**config.mk**
```make
export PLATFORM = sky130hd
export DESIGN_NAME = bias_relu_stage
export DESIGN_NICKNAME = d
export VERILOG_FILES = /design/src/rtl/nn_fixed_pkg.sv /design/src/rtl/act_unit.sv /design/src/rtl/bias_relu_stage.sv
export SDC_FILE = /design/constraint.sdc
export NUM_CORES = 1
export LEC_CHECK = 0
export BUFFER_PORTS_ARGS = -buffer_cell sky130_fd_sc_hd__buf_4
export CAP_MARGIN = 20
export CORE_ASPECT_RATIO = 1.2
export CORE_MARGIN = 5
export CORE_UTILIZATION = 56
export DETAILED_ROUTE_END_ITERATION = 10
export PLACE_DENSITY = 0.8
export REMOVE_ABC_BUFFERS = 1
export SLEW_MARGIN = 0
export SYNTH_ARGS = -nofsm -noshare
export SYNTH_HDL_FRONTEND = slang
export SYNTH_SLANG_ARGS = --single-unit
```
**constraint.sdc**
```tcl
create_clock -name clk -period 29.6 [get_ports clk]
set_input_delay 0 -clock clk [delete_from_list [all_inputs] [get_ports clk]]
set_output_delay 0 -clock clk [all_outputs]
set_load 0.05 [all_outputs]
```
**src/rtl/nn_fixed_pkg.sv**
```systemverilog
// rtl/nn_fixed_pkg.sv - fixed-point helpers shared by the dense-layer post-processing stages
package nn_fixed_pkg;

  localparam int DATA_W = 32;

  localparam logic [DATA_W-1:0] SAT_MAX = {1'b0, {(DATA_W-1){1'b1}}};
  localparam logic [DATA_W-1:0] SAT_MIN = {1'b1, {(DATA_W-1){1'b0}}};

  typedef enum logic [1:0] {
    IDLE,
    RUN,
    DONE
  } state_t;

  function automatic int idx_width(input int n);
    return (n > 1) ? $clog2(n) : 1;
  endfunction

  // Sum is formed one bit wider; disagreeing top bits mean the word overflowed.
  function automatic logic [DATA_W-1:0] sat_add(input logic [DATA_W-1:0] a,
                                                 input logic [DATA_W-1:0] b);
    logic [DATA_W:0] s;
    s = {a[DATA_W-1], a} + {b[DATA_W-1], b};
    if (s[DATA_W] != s[DATA_W-1]) begin
      return s[DATA_W] ? SAT_MIN : SAT_MAX;
    end
    return s[DATA_W-1:0];
  endfunction

endpackage

```
**src/rtl/act_unit.sv**
```systemverilog
// rtl/act_unit.sv - saturating bias add followed by optional ReLU, one element per use
module act_unit
  import nn_fixed_pkg::*;
(
  input  logic [DATA_W-1:0] a,
  input  logic [DATA_W-1:0] b,
  input  logic              relu_en,
  output logic [DATA_W-1:0] y
);

  logic [DATA_W-1:0] sat;

  always_comb begin
    sat = sat_add(a, b);
    y   = (relu_en && sat[DATA_W-1]) ? '0 : sat;
  end

endmodule

```
**src/rtl/bias_relu_stage.sv**
```systemverilog
// rtl/bias_relu_stage.sv - captures a product vector, applies bias/saturate/ReLU serially, publishes result and argmax
module bias_relu_stage
  import nn_fixed_pkg::*;
#(
  parameter int FRACTION_WIDTH = 15,
  parameter int BIT_WIDTH      = 32,
  parameter int NUM_COL_MAT    = 5,
  localparam int IDX_W         = idx_width(NUM_COL_MAT)
) (
  input  logic                 clk,
  input  logic                 rst,
  input  logic                 in_valid,
  input  logic [BIT_WIDTH-1:0] vec_in  [NUM_COL_MAT],
  input  logic [BIT_WIDTH-1:0] bias    [NUM_COL_MAT],
  input  logic                 relu_en,
  output logic [BIT_WIDTH-1:0] act_out [NUM_COL_MAT],
  output logic [IDX_W-1:0]     max_idx,
  output logic                 busy,
  output logic                 done
);

  if (BIT_WIDTH != DATA_W || FRACTION_WIDTH >= BIT_WIDTH) begin : g_cfg_err
    $error("bias_relu_stage: word format does not match nn_fixed_pkg");
  end

  localparam logic [IDX_W-1:0] LAST_IDX = IDX_W'(NUM_COL_MAT - 1);

  state_t               state;
  logic                 in_valid_q;
  logic                 start;
  logic [IDX_W-1:0]     idx;
  logic [BIT_WIDTH-1:0] vec_reg  [NUM_COL_MAT];
  logic [BIT_WIDTH-1:0] bias_reg [NUM_COL_MAT];
  logic                 relu_en_reg;
  logic [BIT_WIDTH-1:0] work_buf [NUM_COL_MAT];
  logic [BIT_WIDTH-1:0] max_val;
  logic [IDX_W-1:0]     max_idx_run;
  logic [BIT_WIDTH-1:0] act_y;
  logic                 take_max;

  assign start = in_valid & ~in_valid_q;

  act_unit u_act (
    .a       (vec_reg[idx]),
    .b       (bias_reg[idx]),
    .relu_en (relu_en_reg),
    .y       (act_y)
  );

  // Element 0 always seeds the running max so all-negative vectors still get a valid index.
  assign take_max = (idx == '0) || ($signed(act_y) > $signed(max_val));

  always_ff @(posedge clk) begin
    if (rst) begin
      state       <= IDLE;
      in_valid_q  <= 1'b0;
      idx         <= '0;
      relu_en_reg <= 1'b0;
      max_val     <= '0;
      max_idx_run <= '0;
      max_idx     <= '0;
      busy        <= 1'b0;
      done        <= 1'b0;
      for (int i = 0; i < NUM_COL_MAT; i++) begin
        vec_reg[i]  <= '0;
        bias_reg[i] <= '0;
        work_buf[i] <= '0;
        act_out[i]  <= '0;
      end
    end else begin
      in_valid_q <= in_valid;
      case (state)
        IDLE, DONE: begin
          if (start) begin
            for (int i = 0; i < NUM_COL_MAT; i++) begin
              vec_reg[i]  <= vec_in[i];
              bias_reg[i] <= bias[i];
            end
            relu_en_reg <= relu_en;
            idx         <= '0;
            max_val     <= '0;
            max_idx_run <= '0;
            state       <= RUN;
            busy        <= 1'b1;
            done        <= 1'b0;
          end
        end
        RUN: begin
          work_buf[idx] <= act_y;
          if (take_max) begin
            max_val     <= act_y;
            max_idx_run <= idx;
          end
          if (idx == LAST_IDX) begin
            // The last element bypasses work_buf so the published vector is complete on this edge.
            for (int i = 0; i < NUM_COL_MAT; i++) begin
              act_out[i] <= (i == NUM_COL_MAT - 1) ? act_y : work_buf[i];
            end
            max_idx <= take_max ? idx : max_idx_run;
            state   <= DONE;
            busy    <= 1'b0;
            done    <= 1'b1;
          end else begin
            idx <= idx + 1'b1;
          end
        end
        default: begin
          state <= IDLE;
          busy  <= 1'b0;
          done  <= 1'b0;
        end
      endcase
    end
  end

endmodule
```
==> results.txt, run 1 <==
Placer Congestion: 0.889
RSZ-0062 raised after global routing: no
P_sw: 682 uW
Core Rows: 90
Total power: 2.34 mW
Io pins: 489
Hold-fix buffers, CTS: 322
Top post-synthesis cells by area: edfxtp_1 (47%), dfxtp_1 (15%), and3_1 (7.1%), mux4_2 (5.0%), nand2_1 (4.1%)
Leak: 16.1 nW
Post-Syn Area: 0.0286 sq mm
HPWL after DPL: 51300 um
Fin. Hold Viols: 0
Wirelength per Cell: 23.6 um
Total number of vias: 22600
Layout cells sized above 1: 24.2%
Largest net degree at the start of global routing: 186
Worst Path Max Fanout: 37
Sequential share of the synthesized area: 61.7%
Number of flops mapped to enable cells by yosys: 448
Clock transition at the registers of the reported paths: 0.07 ns
# DRC: 0
Post-Syn Area per Cell: 11.9 sq um
Hold Slack: 0.0702 ns
Die width: 216 um
Final Cell Area: 0.0379 sq mm
Commonest non-fill, non-tap cell in the layout: buf_4
Final period util: 29.6%
Final Util: 75.2%
CTS tree: yes
Setup bufs post-CTS: 0
Footprint of the multi-input gates: 0.0101 sq mm
Setup violators final: 0
Reg power frac: 45.5%
Initial Util: 56.7%
Final-report max-slew violation count: 0
Clk_skew: 0.0323 ns
Remaining antenna violation count: 0
WS Path Type: flip-flop to flip-flop
Max_cap viols: 0
Most frequent cells in the layout: buf_4 (510), edfxtp_1 (448), and3_1 (323)
Grt total ovfl: 0
Fin nets: 3525
Max clock buf depth: 3
Total track usage: 30.9%
Post-Syn Instances: 2407
Yosys reg bits: 657
Fin Setup TNS: 0 ns
Pwr/cell area: 61.7 mW/mm^2
DIE AREA: 0.0557 sq mm
Initial antenna violation count: 4
DP Area: 0.0326 sq mm
Combinational Power Share: 21.3%
Status: finished, final reports clean
Worst slew pin tran: 1.09 ns
Fraction of registers with async set/reset: 0%
Area leader, netlist: edfxtp_1
Max_slew headroom: 27.1%
H-tree Lvls: 2
Post-synth top flop: edfxtp_1
Internal: 1.66 mW
CTS buffer count: 60
Drt total wl: 90300 um
Area grow syn2layout: 32.7%
Placeable Area: 0.0504 sq mm
Peak supply drop: 44.4 uV
Root buf cell: clkbuf_16
Post-cts sizing count: 0
Req. time, crit path: 30.14 ns
Crit. End Element: flip-flop
First-pass detailed-route iteration total: 5
Switching part of the total: 29.1%
Clock power share: 33.1%
Iteration-0 DRC count of the detailed router: 2441
Worst hold path class: primary input to flip-flop
Die H: 257 um
Crit path arrival time: 9.30 ns
Netlist cell types: 72
Layout fillers: 2991
Storage cell area: 0.0176 sq mm
Worst setup SP type: flip-flop
Via-to-Cell Ratio: 5.91
Tmin final: 8.76 ns
Clk sinks: 657
Yosys top cell area share: 47.1%
Vias in the first global route: 23000
IO Port Bufs: 488
Synth warn: 0
Clock Latency Late Sink: 0.64 ns
Max Clk Rate: 114 MHz
First-pass GRT wire length: 134000 um
## Yosys cell counts (5+ instances only)
cell type / instances
and3_1: 324
a21oi_1: 201
nand4_1: 9
nor3_1: 9
clkbuf_1: 156
nand2b_1: 8
a211oi_1: 7
mux2_2: 62
xnor2_1: 21
a21o_1: 15
nor2b_1: 10
buf_2: 5
and2_1: 6
buf_1: 10
xor2_1: 8
nor2_2: 8
nand2_1: 313
edfxtp_1: 448
a21oi_2: 6
nand3_1: 17
o2bb2ai_1: 29
o211ai_1: 5
mux4_2: 64
o21a_1: 8
dfxtp_1: 209
nor2_1: 183
mux2i_1: 6
a31oi_1: 7
inv_1: 66
ha_1: 66
o21ai_0: 57
## metrics by stage
stage,std cells,worst slack [ns]
after floorplan,2234,-4.72
after global placement,3387,20.66
after detailed placement,3388,20.84
after CTS,3822,20.80
after global routing,3832,20.15
final,3833,20.84
## power by group through the flow
stage                     logic (mW)  clock network (mW)  registers (mW)
after floorplan                0.292                   0            1.10
after global placement         0.433                   0            1.08
after detailed placement       0.448                   0            1.08
after CTS                      0.485               0.766            1.06
after global routing           0.544               0.817            1.07
final                          0.499               0.775            1.07
## path summary, 6_finish.rpt
path / start / to / slack (ns) / cells after the start
max: flip-flop / max_val[22] / 20.84 / 24
max reg2reg: flip-flop / max_val[22] / 20.84 / 24
min reg2reg: act_out[149] / act_out[149] / 0.45 / 2
min: rst / relu_en_reg / 0.07 / 3
## worst max-delay path, stage by stage, from the launching register on
cell and delay, ns:
dfxtp_4 0.87, buf_4 0.63, mux4_2 0.58, mux2_2 0.29, ha_1 0.22, inv_1 0.08
fa_1 0.20, and2b_1 0.22, o211ai_1 0.29, a2111oi_0 0.18, o31ai_1 0.76, or4_1 0.26
o21a_1 0.44, o21ai_4 0.30, a21oi_2 0.38, inv_1 0.08, ha_1 0.33, nand4_1 0.14
nor4_1 0.73, nand3_1 0.19, a41oi_1 0.36, a21oi_1 0.21, nor2_2 0.52, buf_16 0.23
o2bb2ai_1 0.12
## cells by family (layout without fill, tap and decap cells)
group                    Yosys count  in the layout  synth area share (%)
AO/OA/AOI/OAI                    378            378                  8.00
XOR/XNOR                          31             31                  1.04
adder cells (fa/ha/maj)           67             67                  2.96
buffers and inverters            239           1016                  3.20
flip-flops                       657            657                  61.7
multiplexers                     132            132                  7.70
other                              0              5                     0
AND/OR/NAND/NOR                  903            903                  15.4
## metal layers
layer  global-route usage [%]  up-vias  routed length, um
met5                        0        -                  0
met3                     5.18      269               6670
met1                     38.0    10900              32500
met2                     53.9     1292              46600
li1                         -    10200                  -
met4                     13.7        0               4590
## layout make-up
| cell class | instances | area share, % |
|---|---|---|
| Sequential cell | 657 | 46.5 |
| Multi-Input combinational cell | 1511 | 26.5 |
| Timing Repair Buffer | 838 | 19.0 |
| Clock buffer | 83 | 4.35 |
| Tap cell | 644 | 2.12 |
| Clock inverter | 29 | 0.729 |
| Inverter | 66 | 0.666 |
| Antenna cell | 5 | 0.0330 |
Note: power is estimated with default switching activity, not from simulation.
==> run 2: changes to the inputs <==
Clock period 29.6 ns to 8.4 ns, I/O delays scaled along.
==> run 2 against run 1 <==
- clock skew is 0.0046 ns lower
- flip-flop and latch count did not move
- highest routed layer unchanged
- non-clock buffer count increased by 7
==> results.txt, run 2 (same netlist as run 1, synthesis figures left out) <==
Status: finished, final reports clean (unchanged)
Register-to-Register Path Depth: 25 (was 24)
Worst Path Max Fanout: 34 (was 37)
CTS tree: yes (unchanged)
First-pass GRT wire length: 135000 um (was 134000 um)
Total number of vias: 22900 (was 22600)
Req. time, crit path: 8.94 ns (was 30.14 ns)
Largest net degree at the start of global routing: 329 (was 186)
Placer Congestion: 0.912 (was 0.889)
Remaining antenna violation count: 0 (unchanged)
Max_cap viols: 0 (unchanged)
WS Path Type: flip-flop to flip-flop (unchanged)
H-tree Lvls: 2 (unchanged)
DIE AREA: 0.0557 sq mm (unchanged)
Clk_skew: 0.0278 ns (was 0.0323 ns)
Max Clk Rate: 129 MHz (was 114 MHz)
Most frequent cells in the layout: buf_4 (518), edfxtp_1 (448), and3_1 (323), dlygate4sd3_1 (323), nand2_1 (313) (was buf_4 (510), edfxtp_1 (448), and3_1 (323))
Placed Cells: 3399 (was 3388)
Worst slew pin tran: 1.34 ns (was 1.09 ns)
Hold Slack: 0.196 ns (was 0.0702 ns)
Drt total wl: 90400 um (was 90300 um)
Crit path arrival time: 8.29 ns (was 9.30 ns)
Max_slew headroom: 10.5% (was 27.1%)
Total track usage: 31.2% (was 30.9%)
Iteration-0 DRC count of the detailed router: 2694 (was 2441)
CP Capture Point: max_val[19] (was max_val[22])
Max clock buf depth: 3 (unchanged)
Pwr/cell area: 220 mW/mm^2 (was 61.7 mW/mm^2)
Initial Util: 56.7% (unchanged)
Crit path max-delay cell type: dfxtp_4 (unchanged)
Worst setup SP type: flip-flop (unchanged)
Area grow syn2layout: 32.9% (was 32.7%)
Initial antenna violation count: 7 (was 4)
# DRC: 0 (unchanged)
Worst hold path class: primary input to flip-flop (unchanged)
Peak supply drop: 182 uV (was 44.4 uV)
Tmin final: 7.75 ns (was 8.76 ns)
Final period util: 92.3% (was 29.6%)
Slowest cell delay on critical path: 0.79 ns (was 0.87 ns)
Io pins: 489 (unchanged)
Final-report max-slew violation count: 0 (unchanged)
Die width: 216 um (unchanged)
Clock transition at the registers of the reported paths: 0.06 ns (was 0.07 ns)
Grt total ovfl: 0 (unchanged)
CP dominant cell by count: a21oi_1
Commonest non-fill, non-tap cell in the layout: buf_4 (unchanged)
Placeable Area: 0.0504 sq mm (unchanged)
Fin. Hold Viols: 0 (unchanged)
Clk sinks: 657 (unchanged)
Leak: 16.2 nW (was 16.1 nW)
R2R Path End: max_val[19] (was max_val[22])
CTS buffer count: 61 (was 60)
Fin nets: 3533 (was 3525)
Wirelength per Cell: 23.5 um (was 23.6 um)
RSZ-0062 raised after global routing: no (unchanged)
Setup violators final: 0 (unchanged)
Finished Layout Cells: 3848 (was 3833)
Vias in the first global route: 23500 (was 23000)
Via-to-Cell Ratio: 5.95 (was 5.91)
Core Rows: 90 (unchanged)
R2r setup slk: 0.65 ns (was 20.84 ns)
Clock Latency Late Sink: 0.63 ns (was 0.64 ns)
Crit. End Element: flip-flop (unchanged)
IO Port Bufs: 488 (unchanged)
Layout cells sized above 1: 24.6% (was 24.2%)
Die H: 257 um (unchanged)
First-pass detailed-route iteration total: 7 (was 5)
HPWL after DPL: 52500 um (was 51300 um)
Root buf cell: clkbuf_16 (unchanged)
run 2: cell types whose count changed in the layout (fill, tap and decap cells not counted), sizes merged:
| cell | delta |
|---|---|
| buf | +6 |
| clkbuf | -6 |
| clkinv | +4 |
| clkinvlp | -3 |
| diode | +7 |
| dlygate4sd3 | +1 |
| inv | +6 |
run 2: area by class of cell:
type,instances,area (sq um)
Antenna cell,12,30.0
Clock buffer,77,1700
Clock inverter,36,280
Fill cell,2956,12500
Inverter,66,253
Multi-Input combinational cell,1511,10100
Sequential cell,657,17600
Tap cell,644,806
Timing Repair Buffer,845,7190
run 2: critical path: cells and delay by family (launching register included):
family                   cells  cell delay, ns
multiplexers                 2            0.85
buffers and inverters        5            1.15
AO/OA/AOI/OAI               11            2.75
flip-flops                   1            0.79
adder cells (fa/ha/maj)      2            0.68
AND/OR/NAND/NOR              3            0.77
XOR/XNOR                     2            0.65
run 2: where the power goes:
group / internal (mW) / switching (mW) / total [mW]
clock network: 1.53 / 1.26 / 2.79
logic: 0.731 / 1.11 / 1.84
registers: 3.66 / 0.0845 / 3.75
total: 5.92 / 2.45 / 8.37
run 2: worst min-delay path by stage:
stage | from | end | slack, ns | cells after the start
floorplan | rst | act_out[100] | 0.07 | 1
global placement | in_valid | in_valid_q | 0.23 | 2
detailed placement | in_valid | in_valid_q | 0.23 | 2
CTS | in_valid | in_valid_q | 0.17 | 3
global route | in_valid | in_valid_q | 0.19 | 3
finish | in_valid | in_valid_q | 0.20 | 3
run 2: per-stage QoR:
stage	util (%)	power, mW	instance area (sq um)	setup slack (ns)	TNS (ns)
detailed placement	64.9	5.46	32700	0.513	0
finish	75.3	8.37	38000	0.650	0
floorplan	-	4.91	27900	-25.92	-8581.61
CTS	75.2	8.29	37900	0.481	0
global route	75.3	8.68	38000	0.118	0
global placement	64.9	5.39	32700	0.584	0
run 2: routing by layer:
metal,track usage [%],part of all wire [%]
met1,37.0,35
met2,55.1,51
met3,5.49,7.7
met4,15.5,5.7
met5,0,0
run 2: what timing repair did:
item,in CTS,in global routing
hold endpoints to repair,351,0
setup endpoints to repair,0,18
gates resized for setup,0,1
hold buffers,323,0
setup buffers,0,0
